`config.mk`:
```
export PLATFORM = sky130hd
export DESIGN_NAME = ram_access_ctrl_flat
export DESIGN_NICKNAME = d
export VERILOG_FILES = /design/src/rtl/ram_access_ctrl_if.sv /design/src/rtl/ram_access_ctrl.sv /design/src/flat_wrapper.sv
export SDC_FILE = /design/constraint.sdc
export NUM_CORES = 1
export LEC_CHECK = 0
export BUFFER_PORTS_ARGS = -buffer_cell sky130_fd_sc_hd__buf_2
export CAP_MARGIN = 20
export CORE_AREA = 3 3 104 106
export CTS_CLUSTER_SIZE = 24
export DETAILED_ROUTE_END_ITERATION = 10
export DIE_AREA = 0 0 107 109
export GPL_TIMING_DRIVEN = 1
export PLACE_DENSITY = 0.8
export SLEW_MARGIN = 20
export SYNTH_ARGS = -nofsm -noshare
export SYNTH_HDL_FRONTEND = slang
export SYNTH_SLANG_ARGS = --single-unit
```
`constraint.sdc`:
```
create_clock -name clk -period 2.5 [get_ports clk]
set_clock_uncertainty 0.1 [all_clocks]
set_input_delay 0.125 -clock clk [delete_from_list [all_inputs] [get_ports clk]]
set_output_delay 0.125 -clock clk [all_outputs]
set_load 0.1 [all_outputs]
```
`src/rtl/ram_access_ctrl_if.sv`:
```
// ram_access_ctrl_if: CPU-side command/response bus of the RAM access controller.
// Signals: cmd_valid/cmd_ready handshake, cmd_write, cmd_size, cmd_signed, cmd_addr (byte address),
//   cmd_wdata (right-aligned store data); rsp_valid pulse, rsp_rdata, rsp_error.
// Modports: master = requester (CPU/bus side), slave = controller.
interface ram_access_ctrl_if #(
   parameter int ADDRESS_BITWIDTH = 16
);
   logic                        cmd_valid;
   logic                        cmd_ready;
   logic                        cmd_write;
   logic [1:0]                  cmd_size;
   logic                        cmd_signed;
   logic [ADDRESS_BITWIDTH+1:0] cmd_addr;
   logic [31:0]                 cmd_wdata;
   logic                        rsp_valid;
   logic [31:0]                 rsp_rdata;
   logic                        rsp_error;
   modport master (
      output cmd_valid, cmd_write, cmd_size, cmd_signed, cmd_addr, cmd_wdata,
      input  cmd_ready, rsp_valid, rsp_rdata, rsp_error
   );
   modport slave (
      input  cmd_valid, cmd_write, cmd_size, cmd_signed, cmd_addr, cmd_wdata,
      output cmd_ready, rsp_valid, rsp_rdata, rsp_error
   );
endinterface

```
`src/rtl/ram_access_ctrl.sv`:
```
// ram_access_ctrl: byte-addressed load/store front end for a single-port 32-bit block RAM.
// Ports: clk; rst_n (synchronous, active low); bus (ram_access_ctrl_if.slave, command/response);
//   ram_write_enable, ram_address, ram_data_in to the RAM; ram_data_out from the RAM (1-cycle read).
// Sub-word stores are read-modify-write: the RAM reads the old word at the accept edge and the
//   merged word is written back in the single ACCESS cycle. Loads are zero/sign extended.
// Optional: define RAM_ACCESS_ALIGN_CHECK_EN to report misaligned or reserved-size commands on rsp_error.
module ram_access_ctrl #(
   parameter int ADDRESS_BITWIDTH = 16,
   parameter int DATA_BITWIDTH    = 32
) (
   input  logic                        clk,
   input  logic                        rst_n,
   ram_access_ctrl_if.slave            bus,
   output logic                        ram_write_enable,
   output logic [ADDRESS_BITWIDTH-1:0] ram_address,
   output logic [DATA_BITWIDTH-1:0]    ram_data_in,
   input  logic [DATA_BITWIDTH-1:0]    ram_data_out
);
   localparam logic [0:0] IDLE   = 1'b0;
   localparam logic [0:0] ACCESS = 1'b1;
   logic [0:0]                  state;
   logic                        wr, sgn, err;
   logic [1:0]                  sz, lo;
   logic [ADDRESS_BITWIDTH-1:0] wa;
   logic [DATA_BITWIDTH-1:0]    wd, mask, rep, ld;
   logic [4:0]                  sh;
   logic [15:0]                 lane;
`ifdef RAM_ACCESS_ALIGN_CHECK_EN
   assign err = (sz == 2'b11) | (sz == 2'b01 & lo[0]) | (sz == 2'b10 & |lo);
`else
   assign err = 1'b0;
`endif
   assign bus.cmd_ready    = state == IDLE;
   // In IDLE the RAM sees the incoming address so the old word is ready during ACCESS.
   assign ram_address      = state == IDLE ? bus.cmd_addr[ADDRESS_BITWIDTH+1:2] : wa;
   assign ram_write_enable = rst_n & (state == ACCESS) & wr & ~err;
   // sz[1] set means word (size 11 only reaches here as word when alignment checking is off).
   always_comb begin
      sh          = sz[0] ? {lo[1], 4'b0} : {lo, 3'b0};
      mask        = sz[1] ? '1 : (sz[0] ? 32'h0000_FFFF : 32'h0000_00FF) << sh;
      rep         = sz[1] ? wd : sz[0] ? {2{wd[15:0]}} : {4{wd[7:0]}};
      ram_data_in = (ram_data_out & ~mask) | (rep & mask);
      lane        = 16'(ram_data_out >> sh);
      ld          = sz[1] ? ram_data_out :
                    sz[0] ? {{16{sgn & lane[15]}}, lane} : {{24{sgn & lane[7]}}, lane[7:0]};
   end
   always_ff @(posedge clk) begin
      if (!rst_n) begin
         state         <= IDLE;
         bus.rsp_valid <= 1'b0;
         bus.rsp_rdata <= '0;
         bus.rsp_error <= 1'b0;
      end else if (state == IDLE) begin
         bus.rsp_valid <= 1'b0;
         if (bus.cmd_valid) begin
            wr    <= bus.cmd_write;
            sz    <= bus.cmd_size;
            sgn   <= bus.cmd_signed;
            lo    <= bus.cmd_addr[1:0];
            wa    <= bus.cmd_addr[ADDRESS_BITWIDTH+1:2];
            wd    <= bus.cmd_wdata;
            state <= ACCESS;
         end
      end else begin
         bus.rsp_valid <= 1'b1;
         bus.rsp_rdata <= (wr | err) ? '0 : ld;
         bus.rsp_error <= err;
         state         <= IDLE;
      end
   end
endmodule

```
`src/flat_wrapper.sv`:
```
// flat-port wrapper written by rule: the top's interface ports become plain ports
module ram_access_ctrl_flat 
#(
   parameter int ADDRESS_BITWIDTH = 16,
   parameter int DATA_BITWIDTH    = 32
)
  (clk, rst_n, ram_write_enable, ram_address, ram_data_in, ram_data_out, bus_cmd_valid, bus_cmd_write, bus_cmd_size, bus_cmd_signed, bus_cmd_addr, bus_cmd_wdata, bus_cmd_ready, bus_rsp_valid, bus_rsp_rdata, bus_rsp_error);
  ram_access_ctrl_if #(.ADDRESS_BITWIDTH(ADDRESS_BITWIDTH)) bus_i ();
  input  logic clk;
  input  logic rst_n;
  output logic ram_write_enable;
  output logic [ADDRESS_BITWIDTH-1:0] ram_address;
  output logic [DATA_BITWIDTH-1:0] ram_data_in;
  input  logic [DATA_BITWIDTH-1:0] ram_data_out;
  input wire logic [$bits(bus_i.cmd_valid)-1:0] bus_cmd_valid;
  input wire logic [$bits(bus_i.cmd_write)-1:0] bus_cmd_write;
  input wire logic [$bits(bus_i.cmd_size)-1:0] bus_cmd_size;
  input wire logic [$bits(bus_i.cmd_signed)-1:0] bus_cmd_signed;
  input wire logic [$bits(bus_i.cmd_addr)-1:0] bus_cmd_addr;
  input wire logic [$bits(bus_i.cmd_wdata)-1:0] bus_cmd_wdata;
  output wire logic [$bits(bus_i.cmd_ready)-1:0] bus_cmd_ready;
  output wire logic [$bits(bus_i.rsp_valid)-1:0] bus_rsp_valid;
  output wire logic [$bits(bus_i.rsp_rdata)-1:0] bus_rsp_rdata;
  output wire logic [$bits(bus_i.rsp_error)-1:0] bus_rsp_error;
  assign bus_i.cmd_valid = bus_cmd_valid;
  assign bus_i.cmd_write = bus_cmd_write;
  assign bus_i.cmd_size = bus_cmd_size;
  assign bus_i.cmd_signed = bus_cmd_signed;
  assign bus_i.cmd_addr = bus_cmd_addr;
  assign bus_i.cmd_wdata = bus_cmd_wdata;
  assign bus_cmd_ready = bus_i.cmd_ready;
  assign bus_rsp_valid = bus_i.rsp_valid;
  assign bus_rsp_rdata = bus_i.rsp_rdata;
  assign bus_rsp_error = bus_i.rsp_error;
  ram_access_ctrl #(.ADDRESS_BITWIDTH(ADDRESS_BITWIDTH), .DATA_BITWIDTH(DATA_BITWIDTH)) u_core (.clk(clk), .rst_n(rst_n), .bus(bus_i), .ram_write_enable(ram_write_enable), .ram_address(ram_address), .ram_data_in(ram_data_in), .ram_data_out(ram_data_out));
endmodule
```
==> impl_results.md, run 1 <==
- IO buf count: 171
- I/O pin cnt: 173
- Floorplan die height: 109 µm
- TritonCTS Sinks: 88
- WP data required: 2.28 ns
- Final Hold Violating Endpoints: 0
- RSZ-0062 raised after global routing: false
- Gpl congestion: 0.870
- Later-pin clock latency in the skew report: 0.36 ns
- R2R cell count: 4
- Clock tree buffer depth: 2
- Drt wl/cell: 19.2 µm
- Diodes inserted: 0
- Row cnt: 36
- Top FF cell, synth: edfxtp_1
- GRT overflow: 0
- Die area: 11700 µm²
- Detailed Place HPWL: 10500 µm
- Num CTS Buffers: 9
- Largest net degree at the start of global routing: 54
- RR Endpoint: u_core.bus.rsp_rdata[11]
- Hold depth: 3
- Hold_sp: ram_data_out[10]
- Post-Syn Instances: 434
- Final instance area: 6640 µm²
- Part of the cycle the worst path needs: 0.949
- Number of synthesized flops with an enable pin: 54
- CORE AREA: 9860 µm²
- Max cap viols: 0
- TritonCTS clock tree: yes
- Final Power: 3.72 mW
- Clk slew on worst S/H paths: 0.08 ns
- Final cell count without fillers: 797
- Vias in the first global route: 4451
- Setup violators final: 0
- 1st-pass router iterations: 5
- Type of the worst setup path: flop to output pin
- Syn Area/Cell: 10.1 µm²
- CP Launch Type: flop
- Reg-to-Reg Start: u_core.lo[1]
- DR vias: 4326
- Async SR Flop Fraction: 0
- Cell Pwr Density: 560 nW/µm²
- FMAX: 0.422 GHz
- First-pass GRT wire length: 23600 µm
- Final slew viol count: 0
- Number of cells after detailed placement: 717
- Worst setup EP type: output pin
- Hold Crit Class: primary input to flop
- Final WS setup: 0.129 ns
- Die Wd: 107 µm
- WL final: 15300 µm
- Arrival time of the worst setup path: 2.15 ns
- Post-DP Area: 5790 µm²
- Min cycle time layout: 2.37 ns
- Total GRT Usage: 0.264
- H-tree depth: 3
- DRT iter0 DRCs: 346
- Net Count, Synth: 523
- Post-CTS setup buffers: 0
- Worst Hold End: u_core.bus.rsp_rdata[10]
- Maximum VDD drop: 431 µV
- Seq/Total Area, Yosys: 0.527
- Mapped Area: 4370 µm²
- Via-to-Cell Ratio: 5.43
- Yosys warnings: 0
- Setup WS pre-CTS: 0.282 ns
- Static leakage: 3.03 nW
- Root buf cell: clkbuf_8
- Starting Density: 0.443
- CP startpoint: u_core.sz[0]
- Crit path max fanout: 16
- Seq cells post-synth: 88
- TNS Setup: 0 ns
- Area Overhead vs Synth: 52.0%
- Final antenna-violating net count: 0
- Synth cell types: 32
- Slew HR: 0.525
- Status: completed
- Initial antenna violation count: 0
- Share of cells above drive strength 1: 0.386
- DRC Markers: 0
- R2R Setup Slk: 0.39 ns
- Tightest Pin Transition: 0.710 ns
- # nets final: 748
report_power, final:
group          internal (mW)  switching [mW]  total [mW]  leakage [nW]
clock                  0.413           0.485       0.898        0.0894
combinational          0.360           0.830        1.19          2.17
sequential              1.60          0.0332        1.63         0.778
layout by cell type (no fill, tap or decap), drive strengths merged:
master / n
a2111oi: 1
a21oi: 37
a22oi: 2
a32oi: 8
and2: 3
and2b: 1
and3: 31
buf: 182
clkbuf: 13
clkinv: 2
clkinvlp: 1
conb: 1
dfxtp: 34
dlygate4sd3: 64
edfxtp: 54
inv: 3
mux2: 24
mux2i: 18
nand2: 54
nand2b: 9
nand3b: 1
nor2: 17
nor2b: 26
o21ai: 64
o21bai: 9
o22ai: 2
o31ai: 1
or2: 1
or2b: 1
cells in the mapped netlist (all sizes together), types with 2 or more instances:
library cell   n  area share
a21oi         37       0.042
o21ai         64       0.073
mux2          24       0.062
edfxtp        54        0.37
inv            3      0.0026
clkbuf        18       0.015
nand2         54       0.049
dfxtp         34        0.16
nor2b         26       0.037
nor2          17       0.015
mux2i         18       0.041
buf           14       0.018
nand2b         9       0.013
a32oi          8       0.016
and3          31       0.044
a22oi          2      0.0034
o21bai         9       0.017
and2           3      0.0043
o22ai          2      0.0029
cells by family (layout without fill, tap and decap cells):
group / Yosys count / in the layout / share of synthesized area
DFF: 88 / 88 / 0.527
other: 1 / 1 / 0.000859
buffers and inverters: 35 / 265 / 0.0361
and+or+nand+nor: 144 / 144 / 0.170
AOI/OAI and AO/OA: 124 / 124 / 0.163
muxes: 42 / 42 / 0.103
metrics by stage:
stage,utilization,hold WS [ns]
after floorplan,-,0.124
after global placement,0.587,0.201
after detailed placement,0.587,0.203
after CTS,0.671,0.00352
after global routing,0.673,0.0189
final,0.673,0.0199
how the worst max path moves through the flow:
| stage | endpoint | slack, ns |
|---|---|---|
| after global routing | ram_data_in[9] | 0.01 |
| after detailed placement | ram_data_in[28] | 0.28 |
| after CTS | ram_data_in[16] | 0.03 |
| after floorplan | ram_data_in[24] | 0.23 |
| final | ram_data_in[16] | 0.13 |
| after global placement | ram_data_in[31] | 0.41 |
area by class of cell:
type | count | area, µm²
fill | 718 | 3230
sequential | 88 | 2300
inverter | 3 | 11.3
timing repair buffer | 246 | 1950
multi-input combinational | 311 | 2030
tap | 133 | 166
clock inverter | 3 | 17.5
clock buffer | 13 | 159
flip-flops by register name (all words and copies together), names as in the netlist:
register / cells
u_core.bus.rsp_valid: 1
u_core.lo: 2
u_core.wr: 1
u_core.sgn: 1
u_core.wd: 32
u_core.wa: 16
u_core.sz: 2
u_core.state: 1
u_core.bus.rsp_rdata: 32
per-layer routing:
| layer | GRT usage | part of all wire | vias up |
|---|---|---|---|
| met4 | 0.129 | 0.045 | 0 |
| met2 | 0.444 | 0.49 | 239 |
| met3 | 0.0746 | 0.079 | 63 |
| met5 | 0 | 0 | - |
| met1 | 0.312 | 0.39 | 2012 |
| li1 | - | - | 2012 |
critical path: stages, from the launching register on:
cell	delay [ns]
edfxtp_1	0.46
buf_4	0.22
or2b_4	0.34
nand2_4	0.18
mux2i_1	0.29
o21ai_2	0.10
buf_12	0.20
repair_timing:
action                                 4_1_cts  5_1_grt
gates resized for setup                      2        4
endpoints found under the hold margin       64        0
pin swaps                                    0        0
setup endpoints to repair                   11       17
hold buffers                                64        0
Power figures use the tool's default switching activity.
==> inputs of run 2 (changes only) <==
==> constraint.sdc (replaced) <==
create_clock -name clk -period 2.5 [get_ports clk]
set_clock_uncertainty 0.1 [all_clocks]
set_input_delay 0 -clock clk [delete_from_list [all_inputs] [get_ports clk]]
set_output_delay 0 -clock clk [all_outputs]
set_load 0.1 [all_outputs]
==> impl_results.md, run 2 (synthesis results as in run 1) <==
- Total GRT Usage: 0.257
- Num CTS Buffers: 9
- R2R cell count: 4
- Pint: 2.50 mW
- # nets final: 769
- First-pass GRT wire length: 23000 µm
- RSZ-0062 raised after global routing: false
- R2R Setup Slk: 0.48 ns
- Max cap viols: 0
- Hold_sp: ram_data_out[22]
- Starting Density: 0.443
- Vias in the first global route: 4368
- Most common cell after layout, fill and taps aside: buf_2
- GRT overflow: 0
- Clk slew on worst S/H paths: 0.09 ns
- Worst setup EP type: output pin
- Crit path max fanout: 16
- Die Wd: 107 µm
- Diodes inserted: 0
- TritonCTS clock tree: yes
- Maximum VDD drop: 359 µV
- Row cnt: 36
- Area Overhead vs Synth: 53.5%
- Reg-to-Reg Start: u_core.lo[1]
- Top Registers: u_core.bus.rsp_rdata (32), u_core.wd (32), u_core.wa (16)
- I/O pin cnt: 173
- FMAX: 0.429 GHz
- Slew HR: 0.505
- Final slew viol count: 0
- Most frequent cells in the layout: buf_2, dlygate4sd3_1, edfxtp_1
- Cell Pwr Density: 574 nW/µm²
- Final Power: 3.85 mW
- Post-CTS setup buffers: 0
- TritonCTS Sinks: 88
- Hold Slack: 0.0334 ns
- IO buf count: 171
- Root buf cell: clkbuf_8
- Hold depth: 4
- Final Hold Violating Endpoints: 0
- Sequential power share: 0.423
- WL final: 14900 µm
- Static leakage: 3.07 nW
- RR Endpoint: u_core.bus.rsp_rdata[9]
- Die area: 11700 µm²
- DR vias: 4314
- Type of the worst setup path: flop to output pin
- Setup violators final: 0
- Via-to-Cell Ratio: 5.27
- Tightest Pin Transition: 0.740 ns
- Post-DP Area: 5630 µm²
- 1st-pass router iterations: 5
- Fin util: 0.679
- Later-pin clock latency in the skew report: 0.36 ns
- Hold Crit Class: primary input to flop
- Final instance area: 6700 µm²
- WP data required: 2.40 ns
- Drt wl/cell: 18.2 µm
- Clock tree buffer depth: 2
- Gpl congestion: 0.844
- Detailed Place HPWL: 9870 µm
- Logic gate share of total power: 0.305
- Min cycle time layout: 2.33 ns
- Largest net degree at the start of global routing: 65
- Sw Ratio: 0.350
- CORE AREA: 9860 µm²
- Arrival time of the worst setup path: 2.23 ns
- Share of cells above drive strength 1: 0.352
- DRC Markers: 0
- H-tree depth: 3
- Status: completed
- DRT iter0 DRCs: 478
- Final antenna-violating net count: 0
- Switching power: 1.35 mW
- CP Launch Type: flop
- Floorplan die height: 109 µm
- Clock power share: 0.272
- Worst Hold End: u_core.bus.rsp_rdata[22]
- Part of the cycle the worst path needs: 0.932
- Initial antenna violation count: 0
[run 2: cell types whose count changed in the layout (fill, tap and decap cells not counted), moves of 2 or more]
cell,change
o21ai_1,+10
buf_12,-8
o21ai_2,-9
clkbuf_8,-2
clkinv_1,+3
bufinv_16,+2
buf_2,+8
dlygate4sd3_1,+22
clkinv_2,-2
[run 2: worst max-delay path by stage]
stage | cells past startpoint | endpoint | slack, ns | startpoint
global placement | 4 | ram_data_in[7] | 0.59 | u_core.lo[0]
detailed placement | 4 | ram_data_in[3] | 0.50 | u_core.lo[0]
finish | 4 | ram_data_in[13] | 0.17 | u_core.lo[0]
CTS | 4 | ram_data_in[3] | 0.10 | u_core.lo[0]
floorplan | 5 | ram_data_in[24] | -0.17 | u_core.sz[0]
global route | 5 | ram_data_in[15] | 0.004 | u_core.lo[1]
[run 2: final cells by class]
cell class | instances | area [µm²]
Timing Repair Buffer | 267 | 2040
Clock buffer | 11 | 131
Tap cell | 133 | 166
Multi-Input combinational cell | 311 | 1970
Inverter | 3 | 11.3
Fill cell | 728 | 3160
Sequential cell | 88 | 2300
Clock inverter | 5 | 71.3
[run 2: per-layer routing]
metal | vias to the layer above | part of all wire | GRT usage
met5 | - | 0 | 0
met4 | 0 | 0.021 | 0.0776
met3 | 31 | 0.078 | 0.0598
met2 | 207 | 0.50 | 0.446
met1 | 2020 | 0.40 | 0.320
li1 | 2056 | - | -
[run 2: critical path, cell delays in order (launching register included)]
cell and delay [ns]:
edfxtp_1 0.49, o21bai_2 0.55, a21oi_1 0.19, o21ai_2 0.18, buf_2 0.45
[run 2: power groups by stage]
| stage | registers [mW] | logic (mW) | clock network [mW] |
|---|---|---|---|
| CTS | 1.63 | 1.15 | 1.05 |
| global route | 1.63 | 1.22 | 1.12 |
| floorplan | 1.76 | 0.658 | 0 |
| finish | 1.63 | 1.17 | 1.05 |
| detailed placement | 1.66 | 1.04 | 0 |
| global placement | 1.66 | 1.04 | 0 |
[run 2: repair_timing]
action / in CTS / in global routing
hold endpoints to repair: 86 / 0
setup endpoints to repair: 0 / 10
hold buffers: 86 / 0
resized for setup: 0 / 2
[run 2: metrics by stage]
step / TNS [ns] / worst slack (ns) / cells
finish: 0 / 0.170 / 818
global route: 0 / 0.00387 / 818
CTS: 0 / 0.104 / 818
detailed placement: 0 / 0.502 / 716
global placement: 0 / 0.592 / 716
floorplan: -0.171 / -0.171 / 434
==> inputs of run 3 (changes only) <==
--- a/config.mk
+++ b/config.mk
@@ -12,7 +12,7 @@
 export DETAILED_ROUTE_END_ITERATION = 10
 export DIE_AREA = 0 0 107 109
 export GPL_TIMING_DRIVEN = 1
-export PLACE_DENSITY = 0.8
+export PLACE_DENSITY = 0.76
 export SLEW_MARGIN = 20
 export SYNTH_ARGS = -nofsm -noshare
 export SYNTH_HDL_FRONTEND = slang
==> impl_results.md, run 3 (synthesis results as in run 1) <==
- Status: completed
- Num CTS Buffers: 9
- Die area: 11700 µm²
- DRT iter0 DRCs: 353
- Tightest Pin Transition: 0.711 ns
- Slew HR: 0.525
- Detailed Place HPWL: 9890 µm
- Final WS setup: 0.104 ns
- Root buf cell: clkbuf_8
- Setup WS pre-CTS: 0.481 ns
- FMAX: 0.417 GHz
- Most common cell after layout, fill and taps aside: buf_2
- RSZ-0062 raised after global routing: false
- CP max stage delay: 0.42 ns
- Fillers: 715
- WL final: 14900 µm
- TNS Setup: 0 ns
- Drt wl/cell: 17.9 µm
- DRC Markers: 0
- CORE AREA: 9860 µm²
- Final slew viol count: 0
- Type of the worst setup path: flop to output pin
- Maximum VDD drop: 406 µV
- Row cnt: 36
- Vias in the first global route: 4417
- Later-pin clock latency in the skew report: 0.37 ns
- Multi-input gate area: 1970 µm²
- DR vias: 4389
- 1st-pass router iterations: 5
- Switching power: 1.35 mW
- Fin util: 0.694
- IO buf count: 171
- Arrival time of the worst setup path: 2.30 ns
- Clk slew on worst S/H paths: 0.09 ns
- Final instance area: 6840 µm²
- Total GRT Usage: 0.256
- Static leakage: 3.10 nW
- Clock tree buffer depth: 2
- Cell Pwr Density: 564 nW/µm²
- FF+latch area: 2300 µm²
- Share of cells above drive strength 1: 0.346
- Part of the cycle the worst path needs: 0.958
- Area Overhead vs Synth: 56.7%
- Setup violators final: 0
- TritonCTS Sinks: 88
- I/O pin cnt: 173
- Die Wd: 107 µm
- Most frequent cells in the layout: buf_2, dlygate4sd3_1, edfxtp_1
- Clock power share: 0.274
- # nets final: 783
- Hold Crit Class: primary input to flop
- Largest net degree at the start of global routing: 65
- Critical Path, Cell by Cell: buf_4, or2b_2, nand2_2, mux2i_1, o21ai_1, buf_12
- Floorplan die height: 109 µm
- Pint: 2.51 mW
- CP Launch Type: flop
- Initial antenna violation count: 0
- Diodes inserted: 0
- Gpl congestion: 0.871
- Post-CTS setup buffers: 0
- Max cap viols: 0
- Top Registers: u_core.bus.rsp_rdata (32), u_core.wd (32), u_core.wa (16)
- Top delay family on crit path: simple AND/OR/NAND/NOR gates
- Logic gate share of total power: 0.304
- First-pass GRT wire length: 22800 µm
- Worst setup EP type: output pin
- Starting Density: 0.443
- Sw Ratio: 0.350
- CP Buf/Inv Count: 2
- TritonCTS clock tree: yes
- H-tree depth: 3
- Final Hold Violating Endpoints: 0
- Via-to-Cell Ratio: 5.28
- Sequential power share: 0.422
- GRT overflow: 0
- WP data required: 2.40 ns
- R2R Setup Slk: 0.24 ns
- Min cycle time layout: 2.40 ns
- Crit path max fanout: 16
- CP max-delay cell: edfxtp_1
- Final antenna-violating net count: 0
- Post-DP Area: 5630 µm²
[run 3: cell type report]
type	count	area share
Sequential cell	88	0.337
Timing Repair Buffer	281	0.319
Multi-Input combinational cell	311	0.288
Tap cell	133	0.0243
Clock buffer	12	0.0197
Clock inverter	4	0.0101
Inverter	3	0.00165
[run 3: tightest hold or removal path, delay by kind of cell]
kind	cells	cell delay, ns
multiplexers	1	0.13
AO/OA/AOI/OAI	2	0.14
AND/OR/NAND/NOR	1	0.12
buffers and inverters	1	0.15
[run 3: repair_timing]
item	CTS	global route
hold buffers	100	0
gates resized for setup	0	2
endpoints found under the setup margin	0	13
hold endpoints to repair	87	0
[run 3: routing by layer]
layer  vias to the layer above  routed length (µm)  GRT usage
met5                         -                   0          0
met1                      2045                6040      0.321
met3                        49                 964     0.0545
met4                         0                 605      0.139
li1                       2083                   -          -
met2                       212                7260      0.415
[run 3: power by group through the flow]
stage	sequential [mW]	clock, mW	combinational [mW]
2_1_floorplan	1.76	0	0.658
3_3_place_gp	1.66	0	1.04
3_5_place_dp	1.66	0	1.05
4_1_cts	1.63	1.06	1.16
5_1_grt	1.63	1.13	1.22
6_report	1.63	1.06	1.17
[run 3: path summary, 6_finish.rpt]
| kind | start | cells past startpoint | end |
|---|---|---|---|
| max | u_core.sz[0] | 6 | ram_data_in[20] |
| min | ram_data_out[23] | 5 | u_core.bus.rsp_rdata[15] |
| max reg2reg | u_core.sz[1] | 7 | u_core.bus.rsp_rdata[25] |
| min reg2reg | u_core.bus.rsp_rdata[3] | 2 | u_core.bus.rsp_rdata[3] |
[run 3: per-stage QoR]
stage                     std cells  hold slack [ns]  power (mW)
after floorplan                 434         -0.00113        2.42
after global placement          716           0.0765        2.70
after detailed placement        716           0.0781        2.71
after CTS                       832           0.0689        3.85
after global routing            832           0.0991        3.98
final                           832           0.0993        3.86
